--- src/rtl/hcs_pkg.sv ---
// Shared types for the sensor scheduler: FSM encoding and channel numbering.
// Channel order is the polling order on the shared sensor bus.
package hcs_pkg;

    typedef enum logic [1:0] {
        ST_IDLE = 2'd0,
        ST_REQ  = 2'd1,
        ST_EVAL = 2'd2
    } state_e;

    typedef logic [1:0] ch_t;

    localparam int  NUM_CH      = 4;
    localparam ch_t CH_PRESSURE = 2'd0;
    localparam ch_t CH_BLOOD    = 2'd1;
    localparam ch_t CH_FALL     = 2'd2;
    localparam ch_t CH_TEMP     = 2'd3;

endpackage

--- src/rtl/hcs_debounce_ctr.sv ---
// Per-channel debounce: saturating count of consecutive abnormal samples, sticky hit at DEBOUNCE.
// Updates in one cycle; a set and a clear in the same cycle leave hit high.
module hcs_debounce_ctr #(
    parameter int DEBOUNCE = 3
) (
    input  logic       clk,
    input  logic       rst,
    input  logic       upd,
    input  logic       flag,
    input  logic       clr,
    output logic [3:0] count,
    output logic       hit
);

    localparam logic [3:0] DEB = 4'(DEBOUNCE);

    logic [3:0] count_q, count_d, inc;
    logic       hit_q, hit_d, set;

    always_comb begin
        inc     = (count_q == DEB) ? DEB : count_q + 4'd1;
        set     = upd && flag && (inc == DEB);
        count_d = count_q;
        hit_d   = hit_q;
        // A sample evaluated in the clear cycle still counts toward the next alarm.
        if (upd) begin
            count_d = flag ? inc : 4'd0;
        end else if (clr) begin
            count_d = 4'd0;
        end
        if (set) begin
            hit_d = 1'b1;
        end else if (clr) begin
            hit_d = 1'b0;
        end
    end

    always_ff @(posedge clk or posedge rst) begin
        if (rst) begin
            count_q <= 4'd0;
            hit_q   <= 1'b0;
        end else begin
            count_q <= count_d;
            hit_q   <= hit_d;
        end
    end

    assign count = count_q;
    assign hit   = hit_q;

endmodule

--- src/rtl/hcs_sensor_scheduler.sv ---
// Round-robin poller for 4 sensors on one bus; ack accepted in the first REQ cycle, 1-cycle EVAL per channel.
// REQ holds until ack (or, with HCS_SCHED_TIMEOUT_EN, skips the channel after TIMEOUT cycles and flags fault).
module hcs_sensor_scheduler
    import hcs_pkg::*;
#(
    parameter int SAMPLE_PERIOD = 100,
    parameter int DEBOUNCE      = 3,
    parameter int TIMEOUT       = 16
) (
    input  logic       clk,
    input  logic       rst,
    input  logic       enable,
    output logic       sens_req,
    output logic [1:0] sens_sel,
    input  logic       sens_ack,
    input  logic [7:0] sens_data,
    output logic [7:0] cap_data,
    output logic [1:0] cap_sel,
    input  logic       det_flag,
    output logic [3:0] alarm,
    input  logic [3:0] alarm_clr,
    output logic [3:0] fault,
    output logic       busy
);

    localparam int            PW         = (SAMPLE_PERIOD > 1) ? $clog2(SAMPLE_PERIOD) : 1;
    localparam logic [PW-1:0] PER_RELOAD = PW'(SAMPLE_PERIOD - 1);

    state_e        state_q, state_d;
    ch_t           ch_q, ch_d;
    logic [PW-1:0] per_q, per_d;
    logic [7:0]    cap_data_q, cap_data_d;
    ch_t           cap_sel_q, cap_sel_d;
    logic          eval_upd;
    logic [NUM_CH-1:0]      hit;
    logic [NUM_CH-1:0][3:0] count_unused;

`ifdef HCS_SCHED_TIMEOUT_EN
    localparam int            TW       = $clog2(TIMEOUT);
    localparam logic [TW-1:0] TMO_LAST = TW'(TIMEOUT - 1);

    logic [TW-1:0]     tmo_q, tmo_d;
    logic              tmo_fire;
    logic [NUM_CH-1:0] fault_q, fault_d;
`endif

    always_comb begin
        state_d    = state_q;
        ch_d       = ch_q;
        per_d      = per_q;
        cap_data_d = cap_data_q;
        cap_sel_d  = cap_sel_q;
        eval_upd   = 1'b0;
`ifdef HCS_SCHED_TIMEOUT_EN
        tmo_fire   = 1'b0;
`endif
        case (state_q)
            ST_IDLE: begin
                // The period counter only runs while enabled; it is reloaded at round start.
                if (enable) begin
                    if (per_q == '0) begin
                        state_d = ST_REQ;
                        ch_d    = CH_PRESSURE;
                        per_d   = PER_RELOAD;
                    end else begin
                        per_d = per_q - PW'(1);
                    end
                end
            end
            ST_REQ: begin
                if (sens_ack) begin
                    cap_data_d = sens_data;
                    cap_sel_d  = ch_q;
                    state_d    = ST_EVAL;
                end
`ifdef HCS_SCHED_TIMEOUT_EN
                else if (tmo_q == TMO_LAST) begin
                    tmo_fire = 1'b1;
                    ch_d     = ch_q + 2'd1;
                    state_d  = (ch_q == CH_TEMP) ? ST_IDLE : ST_REQ;
                end
`endif
            end
            ST_EVAL: begin
                eval_upd = 1'b1;
                ch_d     = ch_q + 2'd1;
                state_d  = (ch_q == CH_TEMP) ? ST_IDLE : ST_REQ;
            end
            default: begin
                state_d = ST_IDLE;
            end
        endcase
    end

    always_ff @(posedge clk or posedge rst) begin
        if (rst) begin
            state_q    <= ST_IDLE;
            ch_q       <= CH_PRESSURE;
            per_q      <= PER_RELOAD;
            cap_data_q <= 8'd0;
            cap_sel_q  <= CH_PRESSURE;
        end else begin
            state_q    <= state_d;
            ch_q       <= ch_d;
            per_q      <= per_d;
            cap_data_q <= cap_data_d;
            cap_sel_q  <= cap_sel_d;
        end
    end

`ifdef HCS_SCHED_TIMEOUT_EN
    // Restarts from zero on every REQ entry, including the back-to-back entry after a skip.
    assign tmo_d = (state_q == ST_REQ && state_d == ST_REQ && !tmo_fire) ? tmo_q + TW'(1) : '0;

    always_comb begin
        fault_d = fault_q;
        for (int i = 0; i < NUM_CH; i++) begin
            if (tmo_fire && (ch_q == ch_t'(i))) begin
                fault_d[i] = 1'b1;
            end else if (alarm_clr[i]) begin
                fault_d[i] = 1'b0;
            end
        end
    end

    always_ff @(posedge clk or posedge rst) begin
        if (rst) begin
            tmo_q   <= '0;
            fault_q <= '0;
        end else begin
            tmo_q   <= tmo_d;
            fault_q <= fault_d;
        end
    end

    assign fault = fault_q;
`else
    logic unused_tmo;
    assign unused_tmo = (TIMEOUT > 1);
    assign fault      = 4'b0;
`endif

    for (genvar g = 0; g < NUM_CH; g++) begin : g_dbc
        hcs_debounce_ctr #(
            .DEBOUNCE(DEBOUNCE)
        ) u_dbc (
            .clk  (clk),
            .rst  (rst),
            .upd  (eval_upd && (cap_sel_q == ch_t'(g))),
            .flag (det_flag),
            .clr  (alarm_clr[g]),
            .count(count_unused[g]),
            .hit  (hit[g])
        );
    end

    assign sens_req = (state_q == ST_REQ);
    assign sens_sel = ch_q;
    assign cap_data = cap_data_q;
    assign cap_sel  = cap_sel_q;
    assign alarm    = hit;
    assign busy     = (state_q != ST_IDLE);

endmodule

--- config.mk ---
export PLATFORM = sky130hd
export DESIGN_NAME = hcs_sensor_scheduler
export DESIGN_NICKNAME = d
export VERILOG_FILES = /design/src/rtl/hcs_pkg.sv /design/src/rtl/hcs_debounce_ctr.sv /design/src/rtl/hcs_sensor_scheduler.sv
export SDC_FILE = /design/constraint.sdc
export NUM_CORES = 1
export LEC_CHECK = 0
export BUFFER_PORTS_ARGS = -buffer_cell sky130_fd_sc_hd__buf_2
export CAP_MARGIN = 0
export CELL_PAD_IN_SITES_DETAIL_PLACEMENT = 0
export CELL_PAD_IN_SITES_GLOBAL_PLACEMENT = 2
export CORE_MARGIN = 2
export CORE_UTILIZATION = 38
export DETAILED_ROUTE_END_ITERATION = 8
export PLACE_DENSITY = 0.9
export SLEW_MARGIN = 5
export SYNTH_ARGS = -nofsm -noshare
export SYNTH_HDL_FRONTEND = slang
export SYNTH_SLANG_ARGS = --single-unit
export TNS_END_PERCENT = 10
--- constraint.sdc ---
create_clock -name clk -period 3.05 [get_ports clk]
set_input_delay 0 -clock clk [delete_from_list [all_inputs] [get_ports clk]]
set_output_delay 0 -clock clk [all_outputs]
set_load 0.05 [all_outputs]
Yosys cells after proc, flatten, opt, wreduce, memory -nomap -nowiden
Cells that the tools add are included.
{ "word_totals": {"out_inout_bits": 22, "register_bits": 41} }
{ "classes": {"n_mux": 34, "reduce_logical": 29, "eq_ne": 17, "addsub": 6} }
{ "ops": {"columns": ["cell", "n"], "rows": [
  ["two-way mux 4 bit", 16],
  ["equality test 4 x 2 -> 1 bit (second input constant)", 8],
  ["nonzero test 2 bit", 10],
  ["adder 4 x 1 -> 4 bit (second input constant)", 4],
  ["logical AND 1 bit", 12],
  ["two-way mux 1 bit", 10],
  ["two-way mux 2 bit", 5],
  ["equality test 2 bit (second input constant)", 4],
  ["logical NOT 7 bit", 1],
  ["two-way mux 7 bit", 1],
  ["subtractor 7 x 1 -> 7 bit (second input constant)", 1],
  ["one-hot mux 2 bit (3 select lines)", 1],
  ["AND reduction 3 bit", 2],
  ["equality test 2 x 1 -> 1 bit (second input constant)", 2],
  ["logical NOT 2 bit", 2],
  ["!= test 2 bit (second input constant)", 2],
  ["one-hot mux 2 bit (2 select lines)", 1],
  ["AND reduction 2 bit", 2],
  ["adder 2 x 1 -> 2 bit (second input constant)", 1],
  ["!= test 2 x 1 -> 1 bit (second input constant)", 1]
]} }

Logic depth before layout (Yosys ltp)
{ "depth": {"ltp_word": 6, "depth_mapped": 5, "ltp_nobuf": 5} }

Modules after synthesis
Synthesis repeated with hierarchy kept, for this count alone.
{ "unflattened": {"hier_cells": 218, "area_unflattened_um2": 2233.4} }
{ "by_module_without_submodules": {"columns": ["module", "cells_per_inst", "area_per_inst_um2", "seq_area_each_um2", "instances"], "rows": [
  ["hcs_debounce_ctr", 30, 284.0, 125.1, 4],
  ["hcs_sensor_scheduler", 98, 1097.3, 530.5, 1]
]} }

Least setup slack after synthesis
No wires, ideal clock.
{ "synth_path": {"path_type": "reg2reg", "from": "register state_q[1]", "to": "register cap_sel_q[1], in the netlist cap_sel[1]", "period_less_slack_ns": 1.623, "arrival_ns": 1.498, "n_path_buf": 1, "path_stages_with_launch": 5, "setup_time_ns": 0.125, "slack_ns": 1.427, "cell_sequence": "dfrtp_1 -> and2b_1 -> nand2_1 -> buf_2 -> mux2_2"} }
{ "synth_between": {"elab_chain_cells": 2} }
{ "synth_lines": {"columns": ["element", "line", "rtl"], "rows": [
  ["start: declaration", "hcs_sensor_scheduler.sv:29", "state_e state_q, state_d;"],
  ["start signal: assignment", "hcs_sensor_scheduler.sv:103", "state_q <= state_d;"],
  ["equality test 2 x 1 -> 1 bit", null, null],
  ["net sens_req", "hcs_sensor_scheduler.sv:13", "output logic sens_req,"],
  ["AND reduction 2 bit (no line)", null, null],
  ["end signal: assignment", "hcs_sensor_scheduler.sv:107", "cap_sel_q <= cap_sel_d;"],
  ["end: declaration", "hcs_sensor_scheduler.sv:33", "ch_t cap_sel_q, cap_sel_d;"]
]} }
The timed path passes the listed nets, and every way through them passes these cells.
A chain may end at the register's enable or synchronous reset.

Worst setup path in the final report
{ "layout_path": {"from": "register state_q[1]", "to": "register cap_data_q[7], in the netlist cap_data[7]"} }
{ "layout_between": {"elab_chain_cells": 2} }
{ "layout_lines": {"columns": ["element", "line", "rtl"], "rows": [
  ["equality test 2 x 1 -> 1 bit", "hcs_sensor_scheduler.sv:57", "case (state_q)"],
  ["AND reduction 2 bit (no line)", null, null],
  ["end signal: assignment", "hcs_sensor_scheduler.sv:106", "cap_data_q <= cap_data_d;"],
  ["end: declaration", "hcs_sensor_scheduler.sv:32", "logic [7:0] cap_data_q, cap_data_d;"]
]} }
No other way between the ends.

==> results_dict.tcl <==
set metrics [dict create \
    run_status "completed" \
    worst_slew_pin_slew_ns 0.576 \
    cts_sinks 41 \
    cts_buffers 5 \
    hp-class "primary input to flip-flop" \
    clk_pin_slew_ns 0.08 \
    cap_violations 0 \
    grt_pass1_vias 1659 \
    synth_cell_types 47 \
    synth_edf_count 0 \
    grt_usage_pct 14.9 \
    ir_drop_mv 0.570 \
    slew_headroom_pct 61.5 \
    grt_pass1_wl_mm 7.76 \
    cp_max_fo 16 \
    grt_start_max_net_pins 42 \
    synth_top_area_share_pct 40.4 \
    dp_cells 316 \
    async_flop_share_pct 100 \
    yosysWarnings 0 \
    crit_path_cell_trace "and2b_1, nand2_1, mux2_2" \
    crit_path_top_delay_cell "dfrtp_1" \
    power.total_mw 2.26 \
    cts_root_buffer "clkbuf_8" \
    drt_iter0_drc 87 \
    finalHoldViolCount 0 \
    power.leakage_nw 1.26 \
    die_w_um 81.7 \
    die_area_mm2 0.00667 \
    postCtsSetupBuffers 0 \
    fin_worst_skew_ns 0.00663 \
    ys_ff_latch 41 \
    vias 1775 \
    place_congestion 0.728 \
    fmax_ghz 0.574 \
    port_buffers 34 \
    core_area_mm2 0.00589 \
    powerDensity_mw_per_mm2 825 \
    drtPass1Iterations 4 \
    yosys.cell_count.top_type "dfrtp_1" \
    synth_area_per_cell_um2 10.6 \
    cts_htree_levels 2 \
    antenna_found_initial 0 \
    ctsLongestPathBuffers 2 \
    initial_utilization_pct 38.9 \
    postRouteAntennaNets 0 \
    synth_area_mm2 0.00229 \
    routed_wl_mm 4.54 \
    max_stage_delay_ns 0.60 \
    cts_tree "yes" \
    syn_inst 216 \
    period_needed_ns 1.74 \
    ys_top_cells_by_area "dfrtp_1 40%, mux2_2 5.9%, dfstp_2 4.6%" \
    via_per_inst 5.27 \
    finalCritPeriodShare_pct 57.1 \
    boundaryPins 39 \
    final-max-slew-violation-count 0 \
    post_cts_resize_count 0 \
    yosysTopAreaCell "dfrtp_1" \
    synth_ff_type "dfrtp_1" \
    critPathCaptureType "flip-flop" \
    drc 0 \
    worstPathArrival_ns 1.92 \
    start_kind "flip-flop" \
    holdWs_ns 0.0251 \
    wl_per_cell_um 13.5 \
    final_cells 337 \
    hpwl_mm 3.17 \
    syn_to_final_growth_pct 19.3 \
    setup_tns_ns 0 \
    setup_viol 0 \
    clk_latency_ns 0.29 \
    n_antenna_cell 0 \
    num-nets-final 285 \
    grt_remaining_overflow 0 \
    drive_gt1_share_pct 26.7 \
    die_h_um 81.7 \
    synth_commonest_cells "37 x dfrtp_1, 15 x inv_1, 12 x mux2_2" \
    cp.required_ns 3.23 \
    seq_area_frac_synth_pct 45.0 \
    row_count 28 \
    worstSetupPathType "flip-flop to flip-flop" \
    rsz0062_at_grt "no" \
]
-- power breakdown --
part           switching [mW]  total, mW  internal [mW]
clock network           0.190      0.457          0.267
registers               0.174      0.872          0.698
logic                   0.606      0.928          0.322
total                   0.970       2.26           1.29
-- worst max-delay path: cells and delay by family, from the launching register on --
| family | cells | cell delay, ns |
|---|---|---|
| simple gates | 2 | 0.64 |
| mux | 1 | 0.39 |
| flops | 1 | 0.60 |
-- repair_timing --
action / in CTS / in global routing
endpoints found under the setup margin: 0 / 0
hold endpoints to repair: 50 / 0
hold buffers: 13 / 0
-- cell families (layout without fill, tap and decap cells) --
logic type,Yosys count,after routing,share of synthesized area (%)
muxes,12,12,5.90
xor gates and xnor gates,5,5,1.91
buffers and inverters,28,71,6.22
AOI/OAI and AO/OA,47,47,14.8
adders and majority gates,7,7,3.82
and+or+nand+nor,75,75,22.2
DFF,41,41,45.0
other,1,4,0.164
-- placed cells by master, fill, tap and decap left out, types with 5 or more instances in the layout --
master,count
clkbuf_8,6
ha_1,7
buf_2,34
nand3_1,8
xnor2_1,5
a31oi_1,11
mux2_2,12
nor3b_1,6
nor2b_1,11
o2bb2ai_1,6
dfrtp_1,37
and3b_1,5
inv_1,15
nor2_1,10
nor3_1,5
nand2_1,5
o21ai_0,6
dlygate4sd3_1,13
-- layout make-up --
| class | instances | area, um2 |
|---|---|---|
| inverter | 15 | 56.3 |
| fill | 574 | 3150 |
| tap | 75 | 93.8 |
| timing repair buffer | 48 | 308 |
| clock buffer | 7 | 86.3 |
| sequential | 41 | 1030 |
| multi-input combinational | 150 | 1130 |
| clock inverter | 1 | 30.0 |
-- path summary, 6_finish.rpt --
| check | startpoint | endpoint | slack [ns] | cells after the start |
|---|---|---|---|---|
| setup / recovery | state_q[1] | cap_data[7] | 1.31 | 3 |
| hold / removal | enable | state_q[0] | 0.03 | 3 |
| setup reg to reg | state_q[1] | cap_data[7] | 1.31 | 3 |
| hold reg to reg | cap_data[1] | cap_data[1] | 0.50 | 1 |
| max in group asynchronous | rst | per_q[5] | 2.29 | 4 |
| min in group asynchronous | rst | per_q[4] | 0.38 | 4 |
-- layer usage --
metal / GRT usage (%) / up-vias / wire, um
li1: - / 883 / -
met1: 20.2 / 849 / 2220
met2: 23.8 / 39 / 2020
met3: 4.40 / 4 / 248
met4: 3.50 / 0 / 49
met5: 0 / - / 0
-- state kept, by name, summed over array words and instances, names as in the netlist --
register           count
cap_data               8
cap_sel                2
g_dbc.u_dbc.count     16
g_dbc.u_dbc.hit        4
per_q                  7
sens_sel               2
state_q                2
-- metrics by stage --
stage / instance area [um2] / worst slack [ns] / util (%)
2_1_floorplan: 2300 / 1.43 / -
3_3_place_gp: 2490 / 1.35 / 42.3
3_5_place_dp: 2490 / 1.29 / 42.3
4_1_cts: 2740 / 1.30 / 46.5
5_1_grt: 2740 / 1.19 / 46.5
6_report: 2740 / 1.31 / 46.5
Note: power is estimated with default switching activity, not from simulation.
